===== src/rtl/dmem_access_ctrl.sv =====
// MEM-stage data-memory access sequencer: drives the req/ready bus, formats
// store lanes and load results, and stalls the upstream pipeline until done.
module dmem_access_ctrl #(
  parameter int unsigned TIMEOUT = 255
) (
  input  logic        clk,
  input  logic        rst_n,
  input  logic        MEM_memRead,
  input  logic        MEM_memWrite,
  input  logic [2:0]  MEM_funct3,
  input  logic [31:0] MEM_aluOut,
  input  logic [31:0] MEM_data2,
  output logic        dmem_req,
  output logic        dmem_we,
  output logic [31:0] dmem_addr,
  output logic [3:0]  dmem_be,
  output logic [31:0] dmem_wdata,
  input  logic        dmem_ready,
  input  logic [31:0] dmem_rdata,
  input  logic        dmem_err,
  output logic        stall,
  output logic [31:0] load_data,
  output logic        load_valid,
  output logic        exc_misalign,
  output logic        exc_bus
);

  typedef enum logic [1:0] {IDLE, WAIT, DONE} state_e;

  localparam logic [7:0] LastCount = 8'(TIMEOUT - 1);

  state_e      state_q, state_d;
  logic        req_q, req_d;
  logic        we_q, we_d;
  logic [31:0] addr_q, addr_d;
  logic [3:0]  be_q, be_d;
  logic [31:0] wdata_q, wdata_d;
  logic [7:0]  cnt_q, cnt_d;
  logic [31:0] loadData_q, loadData_d;
  logic        loadValid_q, loadValid_d;
  logic        excBus_q, excBus_d;
  logic        isLoad_q, isLoad_d;
  logic [2:0]  funct3_q, funct3_d;
  logic [1:0]  byteOff_q, byteOff_d;

  logic        accessPresent;
  logic        misaligned;
  logic [3:0]  storeBe;
  logic [31:0] storeWdata;

  // Shift the addressed lane down to bit 0, then extend according to funct3.
  function automatic logic [31:0] formatLoad(input logic [2:0]  f3,
                                             input logic [1:0]  off,
                                             input logic [31:0] word);
    logic [31:0] shifted;
    shifted = word >> {off, 3'b000};
    case (f3)
      3'b000:  return {{24{shifted[7]}}, shifted[7:0]};
      3'b001:  return {{16{shifted[15]}}, shifted[15:0]};
      3'b100:  return {24'b0, shifted[7:0]};
      3'b101:  return {16'b0, shifted[15:0]};
      default: return word;
    endcase
  endfunction

  assign accessPresent = MEM_memRead | MEM_memWrite;

  always_comb begin
    misaligned = 1'b0;
    case (MEM_funct3[1:0])
      2'b01:   misaligned = MEM_aluOut[0];
      2'b10:   misaligned = (MEM_aluOut[1:0] != 2'b00);
      default: misaligned = 1'b0;
    endcase
  end

  always_comb begin
    storeBe    = 4'b1111;
    storeWdata = MEM_data2;
    case (MEM_funct3)
      3'b000: begin
        storeBe    = 4'b0001 << MEM_aluOut[1:0];
        storeWdata = {4{MEM_data2[7:0]}};
      end
      3'b001: begin
        storeBe    = MEM_aluOut[1] ? 4'b1100 : 4'b0011;
        storeWdata = {2{MEM_data2[15:0]}};
      end
      default: begin
        storeBe    = 4'b1111;
        storeWdata = MEM_data2;
      end
    endcase
  end

  // Bus outputs are only loaded in IDLE so they stay frozen through WAIT.
  always_comb begin
    state_d      = state_q;
    req_d        = req_q;
    we_d         = we_q;
    addr_d       = addr_q;
    be_d         = be_q;
    wdata_d      = wdata_q;
    cnt_d        = cnt_q;
    loadData_d   = loadData_q;
    loadValid_d  = 1'b0;
    excBus_d     = 1'b0;
    isLoad_d     = isLoad_q;
    funct3_d     = funct3_q;
    byteOff_d    = byteOff_q;
    stall        = 1'b0;
    exc_misalign = 1'b0;

    case (state_q)
      IDLE: begin
        if (accessPresent) begin
          if (misaligned) begin
            exc_misalign = 1'b1;
          end else begin
            stall     = 1'b1;
            req_d     = 1'b1;
            we_d      = MEM_memWrite;
            addr_d    = {MEM_aluOut[31:2], 2'b00};
            be_d      = MEM_memWrite ? storeBe : 4'b1111;
            wdata_d   = MEM_memWrite ? storeWdata : 32'h0;
            cnt_d     = 8'h00;
            isLoad_d  = ~MEM_memWrite;
            funct3_d  = MEM_funct3;
            byteOff_d = MEM_aluOut[1:0];
            state_d   = WAIT;
          end
        end
      end

      WAIT: begin
        stall = 1'b1;
        cnt_d = cnt_q + 8'd1;
        if (dmem_ready) begin
          req_d    = 1'b0;
          excBus_d = dmem_err;
          if (isLoad_q && !dmem_err) begin
            loadData_d  = formatLoad(funct3_q, byteOff_q, dmem_rdata);
            loadValid_d = 1'b1;
          end
          state_d = DONE;
        end else if (cnt_q == LastCount) begin
          req_d    = 1'b0;
          excBus_d = 1'b1;
          state_d  = DONE;
        end
      end

      // EX/MEM still holds the finished instruction here, so never restart.
      DONE: begin
        state_d = IDLE;
      end

      default: begin
        state_d = IDLE;
      end
    endcase
  end

  always_ff @(posedge clk or negedge rst_n) begin
    if (!rst_n) begin
      state_q     <= IDLE;
      req_q       <= 1'b0;
      we_q        <= 1'b0;
      addr_q      <= 32'h0;
      be_q        <= 4'h0;
      wdata_q     <= 32'h0;
      cnt_q       <= 8'h00;
      loadData_q  <= 32'h0;
      loadValid_q <= 1'b0;
      excBus_q    <= 1'b0;
      isLoad_q    <= 1'b0;
      funct3_q    <= 3'b000;
      byteOff_q   <= 2'b00;
    end else begin
      state_q     <= state_d;
      req_q       <= req_d;
      we_q        <= we_d;
      addr_q      <= addr_d;
      be_q        <= be_d;
      wdata_q     <= wdata_d;
      cnt_q       <= cnt_d;
      loadData_q  <= loadData_d;
      loadValid_q <= loadValid_d;
      excBus_q    <= excBus_d;
      isLoad_q    <= isLoad_d;
      funct3_q    <= funct3_d;
      byteOff_q   <= byteOff_d;
    end
  end

  assign dmem_req   = req_q;
  assign dmem_we    = we_q;
  assign dmem_addr  = addr_q;
  assign dmem_be    = be_q;
  assign dmem_wdata = wdata_q;
  assign load_data  = loadData_q;
  assign load_valid = loadValid_q;
  assign exc_bus    = excBus_q;

endmodule


===== config.mk =====
export PLATFORM = sky130hd
export DESIGN_NAME = dmem_access_ctrl
export DESIGN_NICKNAME = d
export VERILOG_FILES = /design/src/rtl/dmem_access_ctrl.sv
export SDC_FILE = /design/constraint.sdc
export NUM_CORES = 1
export LEC_CHECK = 0
export BUFFER_PORTS_ARGS = -buffer_cell sky130_fd_sc_hd__buf_2
export CAP_MARGIN = 20
export CORE_AREA = 2 2 108 110
export DETAILED_ROUTE_END_ITERATION = 10
export DIE_AREA = 0 0 110 112
export PLACE_DENSITY_LB_ADDON = 0.15
export SYNTH_ARGS = -nofsm -noshare
export SYNTH_HDL_FRONTEND = slang
export SYNTH_SLANG_ARGS = --single-unit

===== constraint.sdc =====
create_clock -name clk -period 2 [get_ports clk]
set_input_delay 0.2 -clock clk [delete_from_list [all_inputs] [get_ports clk]]
set_output_delay 0.2 -clock clk [all_outputs]
set_load 0.005 [all_outputs]

Word level (Yosys, flattened, before mapping):

Index checks and enable logic that the tools add are counted.

* bitwise logic cells: 3
* $mul: 0
* shifts and indexed selects: 2
* muxes and demuxes: 32
* $lt $le $gt $ge: 0
* add/sub/neg operators: 1
* reduce and logical (&&, ||, !) cells: 12
* div/mod/pow operators: 0
* equality and inequality tests: 11

Operators by type and width (count)
* 32-bit case mux with 4 select lines: 1
* 32-bit case mux with 2 select lines: 1
* 32-bit two-way mux: 1
* 32-bit by 5-bit >> shifter with 16-bit output: 1
* 8-bit two-way mux: 2
* 8-bit case mux with 2 select lines: 1
* 1-bit two-way mux: 15
* 3-bit AND reduction: 4
* 8-bit by 1-bit adder with 8-bit output (second input constant): 1
* 8-bit equality test (second input constant): 1
* 2-bit two-way mux: 4
* 4-bit two-way mux: 2
* 4-bit case mux with 2 select lines: 1
* 3-bit by 1-bit equality test with 1-bit output (second input constant): 2
* 3-bit equality test (second input constant): 2
* 3-bit logical NOT: 2
* 1-bit case mux with 2 select lines: 3
* 2-bit by 1-bit equality test with 1-bit output (second input constant): 2
* 2-bit != test (second input constant): 2
* 2-bit case mux with 2 select lines: 1
* 4-bit AND reduction: 1
* 2-bit nonzero test: 2
* 1-bit by 2-bit << shifter with 4-bit output (first input constant): 1
* 3-bit != test (second input constant): 1
* other kinds (6): 7

* bits in latches: 0
* output and inout bits: 106
* bits in read-only memories: 0
* memories kept: 0
* word-level logic and storage cells: 74
* bits in writable memories: 0
* register bits: 118

Logic depth before layout (Yosys ltp):

Gate-level depths: netlist (run 1).

* depth after elaboration: 5
* mapped depth: 8
* mapped depth without buffers: 6

Worst setup path before layout (run 1):

Ideal clock, no wire load.

* path kind: reg-to-reg
* start point: register byteOff_q[0]
* end point: register loadData_q[16] (netlist: load_data[16])
* data arrival time: 1.603 ns
* path slack: 0.276 ns
* clock period less this slack: 1.724 ns
* cell stages (with the launch flop): 6
* required time: 1.879 ns
* cell sequence: dfrtp_1 -> mux4_2 -> or2_4 -> a31oi_4 -> buf_6 -> a21oi_1

* cells in the longest elaborated chain, start to end: 2

RTL lines
* start: declaration: RTL line 44 `logic [1:0] byteOff_q, byteOff_d;`
* start signal: assignment: RTL line 192 `byteOff_q <= byteOff_d;`
* 32-bit by 5-bit >> shifter with 16-bit output: RTL line 56 `shifted = word >> {off, 3'b000};`
* 32-bit case mux with 4 select lines: RTL line 57 `case (f3)`
* end signal: assignment: RTL line 187 `loadData_q <= loadData_d;`
* end: declaration: RTL line 39 `logic [31:0] loadData_q, loadData_d;`

No other way between the ends.
A chain may end at the register's enable or synchronous reset.

Worst setup path after layout (run 1):

* start point: register byteOff_q[0]
* end point: register loadData_q[31] (netlist: load_data[31])

The elaborated chain is that of the path after synthesis.

==> impl_metrics.tcl, run 1 <==
set metrics [dict create \
    status "finished clean" \
    ys.flop_type "dfrtp_1" \
    post_cts_buffers 0 \
    netlist.area_leader.share 0.553 \
    insertion_delay_ns 0.41 \
    crit_family "compound AO/OA/AOI/OAI gates" \
    numCtsBuffers 17 \
    track_usage 0.266 \
    synth_seq_area_share 0.553 \
    drive_above_1_share 0.315 \
    slowest_stage "mux4_2" \
    grt_max_degree 70 \
    synth_area_per_cell_sq_um 9.18 \
    gr-total-overflow 0 \
    cellPowerDensity_nw_per_um2 1460 \
    cts_tree "done" \
    final.period_utilization 0.922 \
    totalWireLength_mm 15.8 \
    antenna_found_initial 1 \
    finalSetupViolCount 0 \
    maxSlewViolCount 0 \
    use_met2 0.423 \
    path_cells "mux4_2 > or2_4 > a31oi_4 > a21oi_1" \
    holdWs_ns 0.0497 \
    synth_top_cell_by_area "dfrtp_1" \
    async_flop_share 1.00 \
    ys_ff_latch 118 \
    crit_type "reg2reg" \
    yosysWarnings 0 \
    place_hpwl_mm 11.0 \
    coreArea_sq_um 11200 \
    post-route-drc-count 0 \
    finalHoldViolCount 0 \
    cts.clk_slew.worst_paths_ns 0.06 \
    critPathBufInv 0 \
    detail-route-antenna-nets 0 \
    finish.net_count 934 \
    clock-skew-final_ns 0.00802 \
    rsz0062_at_grt "false" \
    crit_required_ns 2.27 \
    dieHeight_um 112 \
    routedWlPerCell_um 16.2 \
    n_antenna_cell 0 \
    startpoint_type "register" \
    vias_per_cell 5.32 \
    die_w_um 110 \
    use_met1 0.330 \
    synth.cell_area_sq_um 5340 \
    grt_pass1_wl_mm 25.2 \
    grt_busiest_layer "met2" \
    vias 5210 \
    htree_num_levels 4 \
    fin_area_sq_um 7470 \
    routabilityCongestion 0.875 \
    syn_inst 581 \
    min_path_type "in2reg" \
    maxCapViolCount 0 \
    dpl-instance-area_sq_um 6600 \
    start_util 0.477 \
    end_kind "register" \
    grt_pass1_vias 5203 \
    io_buffer_count 208 \
    cts-root-buf "clkbuf_16" \
    crit_arrival_ns 2.11 \
    timing.fmax_mhz 542 \
    drtIter0Drc 371 \
    ys_types 43 \
    cts_resized 0 \
    cp_slowest_stage_delay_ns 0.53 \
    rows 39 \
    ir_worst_vdd_uv 662 \
    synth_edf_count 0 \
    dieArea_sq_um 12300 \
    worstPathMaxFanout 16 \
    ios 211 \
    drtPass1Iterations 5 \
    power_mw 10.9 \
    synthToLayoutAreaGrowth_pct 40.0 \
    leakagePower_nw 3.87 \
    ys_top_cells_by_area "dfrtp_1 55%, nand2_1 13%, o21ai_0 5.5%, mux2i_1 3.4%, nor2_1 3.2%" \
    cts.path.max_buffers 2 \
    cts_sinks 118 \
    fin_setup_tns_ns 0 \
    grtUsageMet3 0.0837 \
    layout_min_cycle_time_ns 1.84 \
]
## repair_timing
action | CTS | global route
setup endpoints to repair | 0 | 0
endpoints found under the hold margin | 148 | 0
hold buffers | 31 | 0
## layout make-up
cell class,count,area (sq um)
clock buffers,20,457
clock inverters,12,105
fillers,909,3700
inverters,10,37.5
multi-input cells,419,2190
flip-flops and latches,118,2950
well taps,143,179
repair buffers,258,1550
## final timing paths
path                                           startpoint                   endpoint  slack, ns  depth (start not counted)
worst max-delay path             byteOff_q[0]$_DFFE_PN0P_  load_data[31]$_DFFE_PN0P_       0.16                          4
worst min-delay path                         MEM_data2[5]  dmem_wdata[5]$_DFFE_PN0P_       0.05                          2
worst max register to register   byteOff_q[0]$_DFFE_PN0P_  load_data[31]$_DFFE_PN0P_       0.16                          4
worst min register to register  dmem_addr[24]$_DFFE_PN0P_  dmem_addr[24]$_DFFE_PN0P_       0.47                          2
max in group asynchronous                           rst_n     state_q[1]$_DFFE_PN0P_       1.32                          3
min in group asynchronous                           rst_n   load_data[3]$_DFFE_PN0P_       0.33                          3
## routing by layer
| layer | up-vias | part of all wire |
|---|---|---|
| met5 | - | 0.0012 |
| met4 | 2 | 0.030 |
| met3 | 43 | 0.079 |
| met2 | 226 | 0.49 |
| met1 | 2487 | 0.40 |
| li1 | 2452 | - |
## power breakdown
part / switching, mW / leakage, nW / internal (mW)
logic: 2.22 / 2.15 / 1.76
clock network: 1.09 / 0.264 / 1.76
registers: 0.656 / 1.46 / 3.44
total: 3.97 / 3.87 / 6.97
## flip-flops by register name, indices dropped and copies added (netlist names)
| name | count |
|---|---|
| dmem_addr | 30 |
| funct3_q | 3 |
| isLoad_q | 1 |
| dmem_wdata | 32 |
| byteOff_q | 2 |
| exc_bus | 1 |
| load_valid | 1 |
| dmem_we | 1 |
| cnt_q | 8 |
| dmem_req | 1 |
| load_data | 32 |
| dmem_be | 4 |
| state_q | 2 |
## layout by cell type (no fill, tap or decap), types with 4 or more instances in the layout
cell           Yosys  layout
a22o_1             8       8
dfrtp_1          118     118
nor2_1            46      46
clkinv_2           0       4
o2bb2ai_1          6       6
buf_4              3      16
dlygate4sd3_1      0      31
ha_1               5       5
clkbuf_16          0      17
nand3_1            5       5
buf_12             0       4
o21ai_0           59      59
inv_1             10      10
o22ai_1            7       7
clkinvlp_4         0       5
nand2_1          178     178
or3_1              4       4
mux2i_1           18      18
buf_2              8     207
a2bb2oi_1          6       6
nor2b_1            4       4
a221o_1            8       8
a21oi_1           31      31
## cell families (layout without fill, tap and decap cells)
family / Yosys count / count (layout) / synth area share
compound gates: 140 / 140 / 0.166
fa+ha+maj: 5 / 5 / 0.0117
buf+inv: 45 / 300 / 0.0371
flops: 118 / 118 / 0.553
mux: 19 / 19 / 0.0380
other cells: 1 / 2 / 0.000703
simple gates: 253 / 253 / 0.193
## synth_stat cells (3+ instances only)
cell type,n
or3_1,4
a21oi_1,31
nand2b_1,3
o2bb2ai_1,6
ha_1,5
nand2_1,178
nor2b_1,4
buf_4,3
a22o_1,8
inv_1,10
dfrtp_1,118
nand3_1,5
clkbuf_1,22
o21ai_0,59
buf_2,8
mux2i_1,18
o22ai_1,7
a221o_1,8
o211ai_1,3
a2bb2oi_1,6
nor2_1,46
## through the flow
step / instances / setup slack [ns] / util
after floorplan: 582 / 0.276 / -
after global placement: 917 / 0.196 / 0.590
after detailed placement: 917 / 0.159 / 0.590
after CTS: 980 / 0.158 / 0.668
after global routing: 980 / 0.0693 / 0.668
final: 980 / 0.156 / 0.668
Note: power is estimated with default switching activity, not from simulation.
==> run 2, diff against run 1 <==
- CELL_PAD_IN_SITES_DETAIL_PLACEMENT: default -> 1
- CELL_PAD_IN_SITES_GLOBAL_PLACEMENT: default -> 2
- CORE_AREA: 2 2 108 110 -> 2 2 142 144
- DIE_AREA: 0 0 110 112 -> 0 0 144 146
- PLACE_DENSITY_LB_ADDON: 0.15 -> 0.1
==> run 2 against run 1 <==
Effect of this change:
- cell area increased by 2.9%
- non-clock buffer count increased by 1
- first-iteration DRC count decreased by 58%
- worst setup slack improved by 0.096 ns
- count of clock-buffer cells in the layout increased by 3
- sequential cell count unchanged
- wire length increased by 19%
- die area increased by 71%
- worst hold slack got worse by 0.0034 ns
- sequential power about the same
==> impl_metrics.tcl, run 2 (same netlist as run 1, synthesis figures left out) <==
set metrics [dict create \
    dpl_worst_slack_ns 0.136 \
    start_util 0.276 \
    detail-route-antenna-nets 0 \
    timing.rr.end "load_data[29]$_DFFE_PN0P_" \
    coreArea_sq_um 19300 \
    insertion_delay_ns 0.42 \
    layout_min_cycle_time_ns 1.75 \
    numCtsBuffers 17 \
    drtIter0Drc 157 \
    drive_above_1_share 0.313 \
    htree_num_levels 4 \
    maxSlewViolCount 0 \
    crit_family "flip-flops" \
    finish.net_count 935 \
    worstPathMaxFanout 14 \
    hp-start "dmem_rdata[24]" \
    r2r_start "byteOff_q[0]$_DFFE_PN0P_" \
    rsz0062_at_grt "false" \
    finalHoldViolCount 0 \
    io_buffer_count 208 \
    totalWireLength_mm 18.9 \
    crit_type "reg2out" \
    n_fill_cell 2302 \
    grt_max_degree 53 \
    grt_pass1_vias 5653 \
    r2r_cells 5 \
    die_w_um 144 \
    hold_end "load_data[24]$_DFFE_PN0P_" \
    dieHeight_um 146 \
    ff2ff_setup_slack_ns 0.25 \
    final_cell_mix "207 x buf_2, 178 x nand2_1, 118 x dfrtp_1" \
    path_cells "nor2b_1 > a41oi_1 > buf_4 > inv_1 > buf_2" \
    place_hpwl_mm 13.6 \
    vias_per_cell 4.70 \
    power_mw 11.3 \
    leakagePower_nw 3.91 \
    drtPass1Iterations 4 \
    cts_resized 0 \
    ios 211 \
    cts_tree "done" \
    post-route-drc-count 0 \
    cts.clk_slew.worst_paths_ns 0.06 \
    clock-skew-final_ns 0.00591 \
    cts-root-buf "clkbuf_16" \
    ir_worst_vdd_uv 708 \
    routedWlPerCell_um 17.1 \
    maxCapViolCount 0 \
    cts.path.max_buffers 2 \
    routabilityCongestion 0.790 \
    synthToLayoutAreaGrowth_pct 44.1 \
    gr-total-overflow 0 \
    min_path_type "in2reg" \
    vias 5185 \
    status "finished clean" \
    dieArea_sq_um 21000 \
    critPathBufInv 3 \
    cp_slowest_stage_delay_ns 0.40 \
    cts_sinks 118 \
    crit_required_ns 1.80 \
    layout_commonest_cell "buf_2" \
    fin_setup_tns_ns 0 \
    hold_depth 3 \
    final.period_utilization 0.874 \
    rows 51 \
    cellPowerDensity_nw_per_um2 1470 \
    track_usage 0.186 \
    grt_pass1_wl_mm 30.1 \
    startpoint_type "register" \
    finalSetupViolCount 0 \
    antenna_found_initial 2 \
    crit_arrival_ns 1.55 \
    slowest_stage "dfrtp_1" \
    layout_setup_ws_ns 0.252 \
    end_kind "primary output" \
    timing.fmax_mhz 572 \
]
[run 2: changes by cell type in the layout (fill, tap and decap cells not counted), sizes merged]
cell / delta
buf: +1
bufinv: +2
clkbuf: +3
clkinv: -2
clkinvlp: -3
diode: +1
[run 2: worst max-delay path by stage]
| stage | from | to | slack [ns] | depth (start not counted) |
|---|---|---|---|---|
| after floorplan | byteOff_q[0]$_DFFE_PN0P_ | load_data[16]$_DFFE_PN0P_ | 0.28 | 5 |
| after global placement | MEM_funct3[0] | cnt_q[7]$_DFFE_PN0P_ | 0.21 | 8 |
| after detailed placement | MEM_funct3[0] | cnt_q[7]$_DFFE_PN0P_ | 0.14 | 8 |
| after CTS | state_q[0]$_DFFE_PN0P_ | stall | 0.22 | 5 |
| after global routing | state_q[0]$_DFFE_PN0P_ | load_data[15]$_DFFE_PN0P_ | 0.1 | 6 |
| final | state_q[0]$_DFFE_PN0P_ | stall | 0.25 | 5 |
[run 2: where the power goes]
group          switching [mW]  total, mW  internal [mW]
logic                    2.32       4.11           1.79
clock network            1.08       3.09           2.01
registers               0.683       4.12           3.44
total                    4.08       11.3           7.25
[run 2: layout make-up]
| type | count | area, sq um | share of cell area |
|---|---|---|---|
| Sequential cell | 118 | 2950 | 0.384 |
| Clock inverter | 9 | 125 | 0.0163 |
| Inverter | 10 | 37.5 | 0.00488 |
| Multi-Input combinational cell | 419 | 2190 | 0.285 |
| Antenna cell | 1 | 2.50 | 0.000325 |
| Tap cell | 265 | 332 | 0.0431 |
| Clock buffer | 23 | 468 | 0.0609 |
| Timing Repair Buffer | 259 | 1580 | 0.205 |
[run 2: stage by stage]
| step | hold WS, ns | cell area (sq um) | utilization | std cells |
|---|---|---|---|---|
| 2_1_floorplan | -0.0956 | 5340 | - | 582 |
| 6_report | 0.0464 | 7690 | 0.398 | 1104 |
| 3_5_place_dp | 0.187 | 6780 | 0.351 | 1040 |
| 5_1_grt | 0.0322 | 7690 | 0.398 | 1103 |
| 4_1_cts | 0.0276 | 7690 | 0.398 | 1103 |
| 3_3_place_gp | 0.183 | 6780 | 0.351 | 1040 |
[run 2: per-layer routing]
layer,vias up,part of all wire,global-route usage
li1,2464,-,-
met1,2567,0.41,0.219
met2,138,0.51,0.322
met3,16,0.066,0.0586
met4,0,0.012,0.0549
met5,-,0,0
[run 2: repair_timing]
item / in CTS / in global routing
hold buffers: 31 / 0
endpoints found under the hold margin: 59 / 0
buffers inserted: 0 / 0
[run 2: worst reg2reg max path: stages (launching register included)]
cell and delay (ns):
dfrtp_1 0.36, mux4_2 0.53, or2_4 0.25, a31oi_4 0.14
buf_4 0.23, a21oi_1 0.11
